**src/rtl/mips_pkg.sv**
```systemverilog
// mips_pkg: shared register-file constants and clear-sequencer state encodings
package mips_pkg;
    localparam int REG_COUNT = 32;
    localparam int ZERO_REG = 0;
    typedef enum logic {
        RF_IDLE  = 1'b0,
        RF_CLEAR = 1'b1
    } rf_state_e;
endpackage

```
**src/rtl/register_file_clear_seq.sv**
```systemverilog
// register_file_clear_seq: after reset, walks registers 1..2**ADDR_WIDTH-1 writing zero, one per clock
module register_file_clear_seq
    import mips_pkg::*;
#(
    parameter int ADDR_WIDTH = 5
) (
    input  logic                  clk,
    input  logic                  reset,
    output logic                  busy,
    output logic                  clr_en,
    output logic [ADDR_WIDTH-1:0] clr_idx
);
    rf_state_e state, state_nxt;
    logic [ADDR_WIDTH-1:0] ptr;
    always_ff @(posedge clk) begin
        if (reset) begin
            state <= RF_CLEAR;
            ptr   <= ADDR_WIDTH'(1);
        end else begin
            state <= state_nxt;
            if (state == RF_CLEAR && ptr != '1) ptr <= ptr + ADDR_WIDTH'(1);
        end
    end
    // Leave CLEAR on the edge that clears the last index, so ptr never wraps
    always_comb begin
        state_nxt = (state == RF_CLEAR && ptr == '1) ? RF_IDLE : state;
    end
    assign busy    = state == RF_CLEAR;
    assign clr_en  = busy && !reset;
    assign clr_idx = ptr;
endmodule

```
**src/rtl/register_file.sv**
```systemverilog
// register_file: 2-read/1-write register file with post-reset clear; REGFILE_BYPASS_EN enables write-to-read forwarding
module register_file
    import mips_pkg::*;
#(
    parameter int DATA_WIDTH = 32,
    parameter int ADDR_WIDTH = 5
) (
    input  logic                  clk,
    input  logic                  reset,
    input  logic [ADDR_WIDTH-1:0] readReg1,
    input  logic [ADDR_WIDTH-1:0] readReg2,
    input  logic [ADDR_WIDTH-1:0] writeReg,
    input  logic [DATA_WIDTH-1:0] writeData,
    input  logic                  regWrite,
    output logic [DATA_WIDTH-1:0] readData1,
    output logic [DATA_WIDTH-1:0] readData2,
    output logic                  busy
);
    localparam logic [ADDR_WIDTH-1:0] ZERO = ADDR_WIDTH'(ZERO_REG);
    logic [DATA_WIDTH-1:0] regs [2**ADDR_WIDTH];
    logic [DATA_WIDTH-1:0] rd1, rd2;
    logic [ADDR_WIDTH-1:0] clr_idx;
    logic clr_en, wr_en;
    register_file_clear_seq #(.ADDR_WIDTH(ADDR_WIDTH)) u_clear_seq (
        .clk     (clk),
        .reset   (reset),
        .busy    (busy),
        .clr_en  (clr_en),
        .clr_idx (clr_idx)
    );
    assign wr_en = regWrite && !busy && writeReg != ZERO;
    always_ff @(posedge clk) begin
        if (clr_en) regs[clr_idx] <= '0;
        else if (wr_en && !reset) regs[writeReg] <= writeData;
    end
    // Index 0 is hardwired to zero regardless of array contents
    assign rd1 = readReg1 == ZERO ? '0 : regs[readReg1];
    assign rd2 = readReg2 == ZERO ? '0 : regs[readReg2];
`ifdef REGFILE_BYPASS_EN
    assign readData1 = busy ? '0 : (wr_en && writeReg == readReg1) ? writeData : rd1;
    assign readData2 = busy ? '0 : (wr_en && writeReg == readReg2) ? writeData : rd2;
`else
    assign readData1 = busy ? '0 : rd1;
    assign readData2 = busy ? '0 : rd2;
`endif
endmodule
```
**config.mk**
```make
export PLATFORM = sky130hd
export DESIGN_NAME = register_file
export DESIGN_NICKNAME = d
export VERILOG_FILES = /design/src/rtl/mips_pkg.sv /design/src/rtl/register_file_clear_seq.sv /design/src/rtl/register_file.sv
export SDC_FILE = /design/constraint.sdc
export NUM_CORES = 1
export LEC_CHECK = 0
export ABC_CLOCK_PERIOD_IN_PS = 6200
export BUFFER_PORTS_ARGS = -buffer_cell sky130_fd_sc_hd__buf_2
export CORE_MARGIN = 8
export CORE_UTILIZATION = 48
export CTS_CLUSTER_DIAMETER = 60
export DETAILED_ROUTE_END_ITERATION = 6
export PLACE_DENSITY = 0.76
export SETUP_SLACK_MARGIN = 0.1
export SLEW_MARGIN = 20
export SYNTH_ARGS = -nofsm -noshare
export SYNTH_HDL_FRONTEND = slang
export SYNTH_SLANG_ARGS = --single-unit
```
**constraint.sdc**
```tcl
create_clock -name clk -period 6.2 [get_ports clk]
set_input_delay 0 -clock clk [delete_from_list [all_inputs] [get_ports clk]]
set_output_delay 0 -clock clk [all_outputs]
set_load 0.01 [all_outputs]
```
==> impl_metrics.csv, run 1 <==
group,metric,value,unit
min_path,min_path_cells,2,
layout,layout_commonest_cell,"edfxtp_1",
clock_tree,clk_path_buf_depth,3,
critical_path,path_max_fanout,33,
global_routing,grt_remaining_overflow,0,
timing,setup_tns,0,ns
clock_tree,cts_tree,"built",
critical_path,r2r_slack,2.48,ns
clock_tree,path_clk_slew,0.07,ns
job,drv_cap,0,
layout,fillers,7517,
layout,drive_gt1_share,20.13,%
clock_tree,clock_latency,0.68,ns
logic_synthesis,syn-instance-count,2882,
placed_design,place_hpwl,84510,microns
timing,fmax,0.2523,GHz
global_routing,antenna_found_initial,5,
placed_design,gp_congestion,0.9462,
global_routing,grt.total_usage,25.65,%
critical_path,rr_endpoint,"regs[3][1]",
logic_synthesis,synth_area,46620,sq um
global_routing,grt_pass1_vias,29840,
layout,most-common-layout-cells,"edfxtp_1 (992), mux2i_1 (577), o22ai_1 (193)",
timing,rsz0062_at_grt,"false",
clock_tree,cts-resized-gates,0,
die,rows,114,
logic_synthesis,synth_edf_count,992,
power_and_ir_drop,clkPwrFrac,41.0,%
critical_path,end_kind,"primary output",
layout,finalCoreUtilization,53.87,%
timing,worstMarginPinSlew,1.251,ns
route,wire_per_inst,33.06,microns
die,die_w,327.6,microns
clock_tree,cts_buffers,94,
timing,finalSetupViolCount,0,
route,wl,142400,microns
die,start_util,48.35,%
power_and_ir_drop,power.share.combinational,5.9,%
route,via_per_inst,7.009,
critical_path,worstRegToRegCells,5,
route,detail-route-antenna-nets,0,
layout,ff_latch_area,29910,sq um
power_and_ir_drop,ir_drop,0.0002768,V
logic_synthesis,async_reset_ff_share,0,%
power_and_ir_drop,p_sw,3.082,mW
die,design.die.area,107400,sq um
logic_synthesis,syn_avg_cell_area,16.18,sq um
placed_design,post-place-ws,2.556,ns
min_path,hold_path_class,"in -> reg",
power_and_ir_drop,swShare,22.06,%
die,core,96420,sq um
route,via_count,30180,
timing,finClkSkew,0.02599,ns
placed_design,portBuffers,114,
timing,hold_violations,0,
timing,final.setup.worst_slack,2.237,ns
power_and_ir_drop,p_leak,17.00,nW
die,io-pin-count,115,
clock_tree,clock-sinks,998,
global_routing,grt_max_degree,154,
timing,report.final.slew_viol_count,0,
logic_synthesis,syn_nets,2934,
route,post-route-drc-count,0,
critical_path,cp.required,6.20,ns
die,fp.dieH,327.6,microns
min_path,worstHoldStart,"writeData[22]",
critical_path,arrival,3.96,ns
critical_path,start_kind,"flip-flop",
route,drt_pass1_iterations,7,
critical_path,critPathKind,"reg -> out",
critical_path,r2r-start,"u_clear_seq.busy",
global_routing,grt_pass1_wl,203200,microns
timing,max-slew-margin-rel,16.33,%
logic_synthesis,yosys_warnings,0,
timing,min_period_over_period,63.92,%
logic_synthesis,ys_ff_latch,998,
layout,nets,3005,
clock_tree,ctsRootBufferMaster,"clkbuf_16",
outcome,run_status,"complete, no violations",
timing,min_period,3.963,ns
logic_synthesis,yosysSeqAreaShare,64.16,%
route,drt_iter0_drc,4119,
power_and_ir_drop,power_frac_seq,53.1,%
logic_synthesis,ys_types,56,
layout,syn_to_final_growth,11.43,%
layout,multiInputGateArea,15910,sq um
power_and_ir_drop,intPower,10.89,mW
logic_synthesis,synth_ff_type,"edfxtp_1",
power_and_ir_drop,power_density,268.9,nW/um^2
clock_tree,htreeDepth,3,
min_path,worstHoldEndpoint,"regs[28][22]",
-- through the flow --
step | cell area [sq um] | instances | power (mW) | hold WS [ns]
2_1_floorplan | 46620 | 2882 | 8.110 | 0.2297
3_3_place_gp | 48830 | 4126 | 8.342 | 0.3348
3_5_place_dp | 48840 | 4127 | 8.355 | 0.3408
4_1_cts | 51860 | 4298 | 13.95 | 0.01255
5_1_grt | 51940 | 4305 | 14.25 | 0.03556
6_report | 51950 | 4306 | 13.97 | 0.02274
-- layout make-up --
class	count	area share (%)
sequential	998	57.58
multi-input combinational	1635	30.63
clock buffer	116	4.728
tap	1276	3.073
timing repair buffer	220	2.902
clock inverter	53	1.048
inverter	4	0.02890
antenna	4	0.01927
-- kinds of logic after synthesis --
family | count (synthesis) | share of synthesized area, %
flip-flops | 998 | 64.16
multiplexers | 769 | 21.66
AO/OA/AOI/OAI | 541 | 8.038
AND/OR/NAND/NOR | 320 | 3.631
buffers and inverters | 249 | 2.399
XOR/XNOR | 3 | 0.05637
adder cells (fa/ha/maj) | 2 | 0.05367
-- power groups by stage --
stage               logic [mW]  clock network (mW)  registers, mW
floorplan                0.566                   0           7.54
global placement         0.793                   0           7.55
detailed placement       0.801                   0           7.55
CTS                      0.806                5.73           7.41
global route             0.855                5.98           7.41
finish                   0.828                5.73           7.41
-- critical path, cell delays in order (launching register included) --
cell and delay, ns:
dfxtp_1 0.63, nor2b_4 1.04, nor2b_4 0.57, buf_4 0.46, a22oi_1 0.15, nand4_1 0.20
buf_2 0.18
-- state kept, by name, summed over array words and instances (netlist names) --
signal               count
regs                   992
u_clear_seq.clr_idx      5
u_clear_seq.busy         1
-- cells in the mapped netlist, types with 3 or more instances --
cell	instances	share of area (%)
nand2_1	134	1.1
o22ai_1	193	2.6
nand4_1	65	0.87
a221oi_1	64	1.2
nand3b_1	6	0.097
nor2b_1	8	0.11
buf_4	15	0.24
dfxtp_1	6	0.26
mux2i_1	577	12
o21a_1	3	0.048
nor2_1	16	0.13
buf_1	6	0.048
or2_2	3	0.040
edfxtp_1	992	64
clkbuf_1	127	1.0
buf_2	96	1.0
a31oi_1	5	0.067
nor4_2	3	0.081
nand2b_1	4	0.054
a22oi_1	192	3.1
inv_1	4	0.032
mux4_2	192	9.3
or3b_2	5	0.094
nor3_1	20	0.21
o21ai_0	68	0.73
and2_1	34	0.46
nor4_1	5	0.067
-- what timing repair did --
item	4_1_cts	5_1_grt
hold buffers	2	1
setup buffers	0	0
hold endpoints to repair	37	8
-- worst max-delay path by stage --
stage	start	end	slack, ns
3_5_place_dp	u_clear_seq.busy	regs[27][28]	2.56
3_3_place_gp	u_clear_seq.busy	regs[27][28]	2.63
6_report	u_clear_seq.busy	readData2[10]	2.24
4_1_cts	u_clear_seq.busy	readData2[10]	2.35
5_1_grt	u_clear_seq.busy	readData2[10]	2.22
2_1_floorplan	u_clear_seq.busy	regs[11][0]	1.28
-- layer usage --
metal  track usage [%]  share of wire [%]
met1             33.33                 36
met2             40.11                 46
met3             6.024                 12
met4             13.65                6.0
met5                 0                  0
Power figures use the tool's default switching activity.
==> run 2, diff against run 1 <==
--- a/config.mk
+++ b/config.mk
@@ -5,13 +5,13 @@
 export SDC_FILE = /design/constraint.sdc
 export NUM_CORES = 1
 export LEC_CHECK = 0
-export ABC_CLOCK_PERIOD_IN_PS = 6200
+export ABC_CLOCK_PERIOD_IN_PS = 3300
 export BUFFER_PORTS_ARGS = -buffer_cell sky130_fd_sc_hd__buf_2
 export CORE_MARGIN = 8
 export CORE_UTILIZATION = 48
 export CTS_CLUSTER_DIAMETER = 60
 export DETAILED_ROUTE_END_ITERATION = 6
-export PLACE_DENSITY = 0.76
+export PLACE_DENSITY = 0.78
 export SETUP_SLACK_MARGIN = 0.1
 export SLEW_MARGIN = 20
 export SYNTH_ARGS = -nofsm -noshare
==> constraint.sdc (replaced) <==
create_clock -name clk -period 3.3 [get_ports clk]
set_input_delay 0 -clock clk [delete_from_list [all_inputs] [get_ports clk]]
set_output_delay 0 -clock clk [all_outputs]
set_load 0.01 [all_outputs]
==> run 2 against run 1 <==
  * Register-to-register slack worse by 2.1 ns
  * Via count is 0.75% lower
  * Clock skew is 0.00098 ns higher
  * Global-route usage is 1.5 points lower
  * Count of clock-buffer cells in the layout is 5 lower
  * Total power is 93% higher
  * Critical path depth stayed put
  * Sequential share of layout area is 1.1 points lower
  * Die area stayed put
  * Clock power is 100% higher
  * Non-clock buffer count is 60 higher
  * Critical path type unchanged
  * Critical endpoint is now readData2[0]
  * Largest cell class unchanged
  * Largest power group unchanged
==> impl_metrics.csv, run 2 (synthesis results as in run 1) <==
group,metric,value,unit
critical_path,end_kind,"primary output",
critical_path,path_max_fanout,32,
global_routing,grt.total_usage,24.14,%
global_routing,grt_remaining_overflow,0,
clock_tree,cts_tree,"built",
clock_tree,htreeDepth,3,
clock_tree,clock_latency,0.67,ns
clock_tree,clock-sinks,998,
route,wire_per_inst,30.68,microns
timing,rsz0062_at_grt,"false",
placed_design,gp_congestion,0.8583,
placed_design,portBuffers,114,
clock_tree,ctsRootBufferMaster,"clkbuf_16",
route,via_per_inst,6.852,
critical_path,critPathKind,"reg -> out",
timing,finalSetupViolCount,0,
power_and_ir_drop,clkPwrFrac,42.5,%
job,drv_cap,0,
clock_tree,path_clk_slew,0.06,ns
outcome,run_status,"complete, no violations",
layout,most-common-layout-cells,"edfxtp_1 (992), mux2i_1 (577), o22ai_1 (193)",
timing,min_period_over_period,95.83,%
power_and_ir_drop,ir_drop,0.0003917,V
critical_path,r2r_slack,0.39,ns
power_and_ir_drop,swShare,21.57,%
power_and_ir_drop,p_sw,5.807,mW
die,io-pin-count,115,
timing,hold_violations,0,
layout,syn_to_final_growth,13.52,%
layout,drive_gt1_share,21.40,%
route,post-route-drc-count,0,
clock_tree,cts-resized-gates,0,
timing,worstMarginPinSlew,1.163,ns
route,dr_wl_met2,64920,microns
critical_path,rr_endpoint,"regs[25][18]",
power_and_ir_drop,p_leak,17.50,nW
die,design.die.area,107400,sq um
layout,layout_commonest_cell,"edfxtp_1",
layout,nets,3068,
critical_path,r2r-start,"u_clear_seq.busy",
die,die_w,327.6,microns
placed_design,place_hpwl,81050,microns
die,rows,114,
layout,finalCoreUtilization,54.88,%
route,top_layer_used,"met4",
power_and_ir_drop,intPower,21.12,mW
route,wl_met3,13220,microns
die,fp.dieH,327.6,microns
critical_path,start_kind,"flip-flop",
critical_path,cp.required,3.30,ns
die,core,96420,sq um
power_and_ir_drop,power_frac_seq,51.7,%
global_routing,antenna_found_initial,3,
clock_tree,cts_setup_buffers,0,
min_path,worstHoldEndpoint,"regs[15][16]",
critical_path,worstRegToRegCells,5,
route,via_count,29960,
clock_tree,holdBufCountCts,22,
global_routing,grt_max_degree,95,
route,detail-route-antenna-nets,0,
clock_tree,clk_path_buf_depth,3,
layout,stdcell_count,4372,
placed_design,dp_cells,4170,
min_path,worstHoldStart,"writeData[16]",
timing,fmax,0.3162,GHz
timing,finClkSkew,0.02697,ns
global_routing,grt_pass1_wl,195000,microns
critical_path,arrival,3.16,ns
timing,min_period,3.162,ns
timing,whs,0.03599,ns
power_and_ir_drop,power_density,508.8,nW/um^2
timing,max-slew-margin-rel,22.33,%
route,drt_pass1_iterations,5,
die,start_util,48.35,%
power_and_ir_drop,power.share.combinational,5.7,%
layout,largest_reg_flops,992,
min_path,hold_path_class,"in -> reg",
min_path,min_path_cells,3,
global_routing,grt_pass1_vias,29920,
route,drt_iter0_drc,4017,
clock_tree,cts_buffers,97,
route,wl,134100,microns
layout,top_register,"regs",
route,met1_length,49040,microns
timing,report.final.slew_viol_count,0,
## run 2: changes by cell type in the layout (fill, tap and decap cells not counted), moves of 5 or more
| cell | previous run | this run |
|---|---|---|
| bufinv_16 | 9 | 15 |
| and2_1 | 24 | 32 |
| buf_12 | 5 | 17 |
| clkinvlp_4 | 4 | 9 |
| nor3_4 | 0 | 8 |
| nor3_2 | 18 | 10 |
| clkinv_2 | 12 | 17 |
| dlygate4sd3_1 | 3 | 22 |
| clkbuf_1 | 21 | 13 |
| buf_4 | 95 | 126 |
| and2_2 | 10 | 2 |
## run 2: area by class of cell
cell class | instances | area (sq um)
Fill cell | 7279 | 43500
Sequential cell | 998 | 29910
Multi-Input combinational cell | 1635 | 15980
Clock buffer | 111 | 2501
Timing Repair Buffer | 280 | 2145
Tap cell | 1276 | 1597
Clock inverter | 66 | 773.2
Inverter | 4 | 15.01
Antenna cell | 2 | 5.005
## run 2: per-layer routing
layer / global-route usage (%) / up-vias
met5: 0 / -
met4: 11.84 / 0
met3: 3.673 / 385
met2: 39.97 / 2093
met1: 31.18 / 15220
li1: - / 12260
## run 2: per-stage QoR
step | instance area (sq um) | total power [mW] | TNS [ns] | setup slack, ns
after global placement | 49390 | 15.65 | 0 | 0.5257
after global routing | 52920 | 27.48 | 0 | 0.1436
after detailed placement | 49390 | 15.68 | 0 | 0.4589
after floorplan | 46690 | 15.25 | -291.56 | -0.8145
final | 52920 | 26.92 | 0 | 0.1375
after CTS | 52890 | 26.93 | 0 | 0.1631
## run 2: worst max path at each step
stage	from	endpoint	slack (ns)
final	u_clear_seq.busy	readData2[0]	0.14
after global routing	u_clear_seq.busy	readData2[9]	0.14
after CTS	u_clear_seq.busy	readData1[0]	0.16
after detailed placement	u_clear_seq.busy	regs[25][18]	0.46
after global placement	u_clear_seq.busy	regs[25][18]	0.53
after floorplan	u_clear_seq.busy	regs[4][0]	-0.81
## run 2: critical path, cell delays in order, from the launching register on
cell and delay, ns:
dfxtp_1 0.37, buf_4 0.24, nor2b_4 0.14, nor2b_4 0.94, a22oi_1 0.40, nand4_1 0.24
buf_2 0.17
## run 2: power by group through the flow
| stage | logic, mW | registers [mW] | clock network (mW) |
|---|---|---|---|
| 2_1_floorplan | 1.07 | 14.2 | 0 |
| 3_3_place_gp | 1.47 | 14.2 | 0 |
| 3_5_place_dp | 1.49 | 14.2 | 0 |
| 4_1_cts | 1.52 | 13.9 | 11.5 |
| 5_1_grt | 1.61 | 13.9 | 11.9 |
| 6_report | 1.54 | 13.9 | 11.5 |
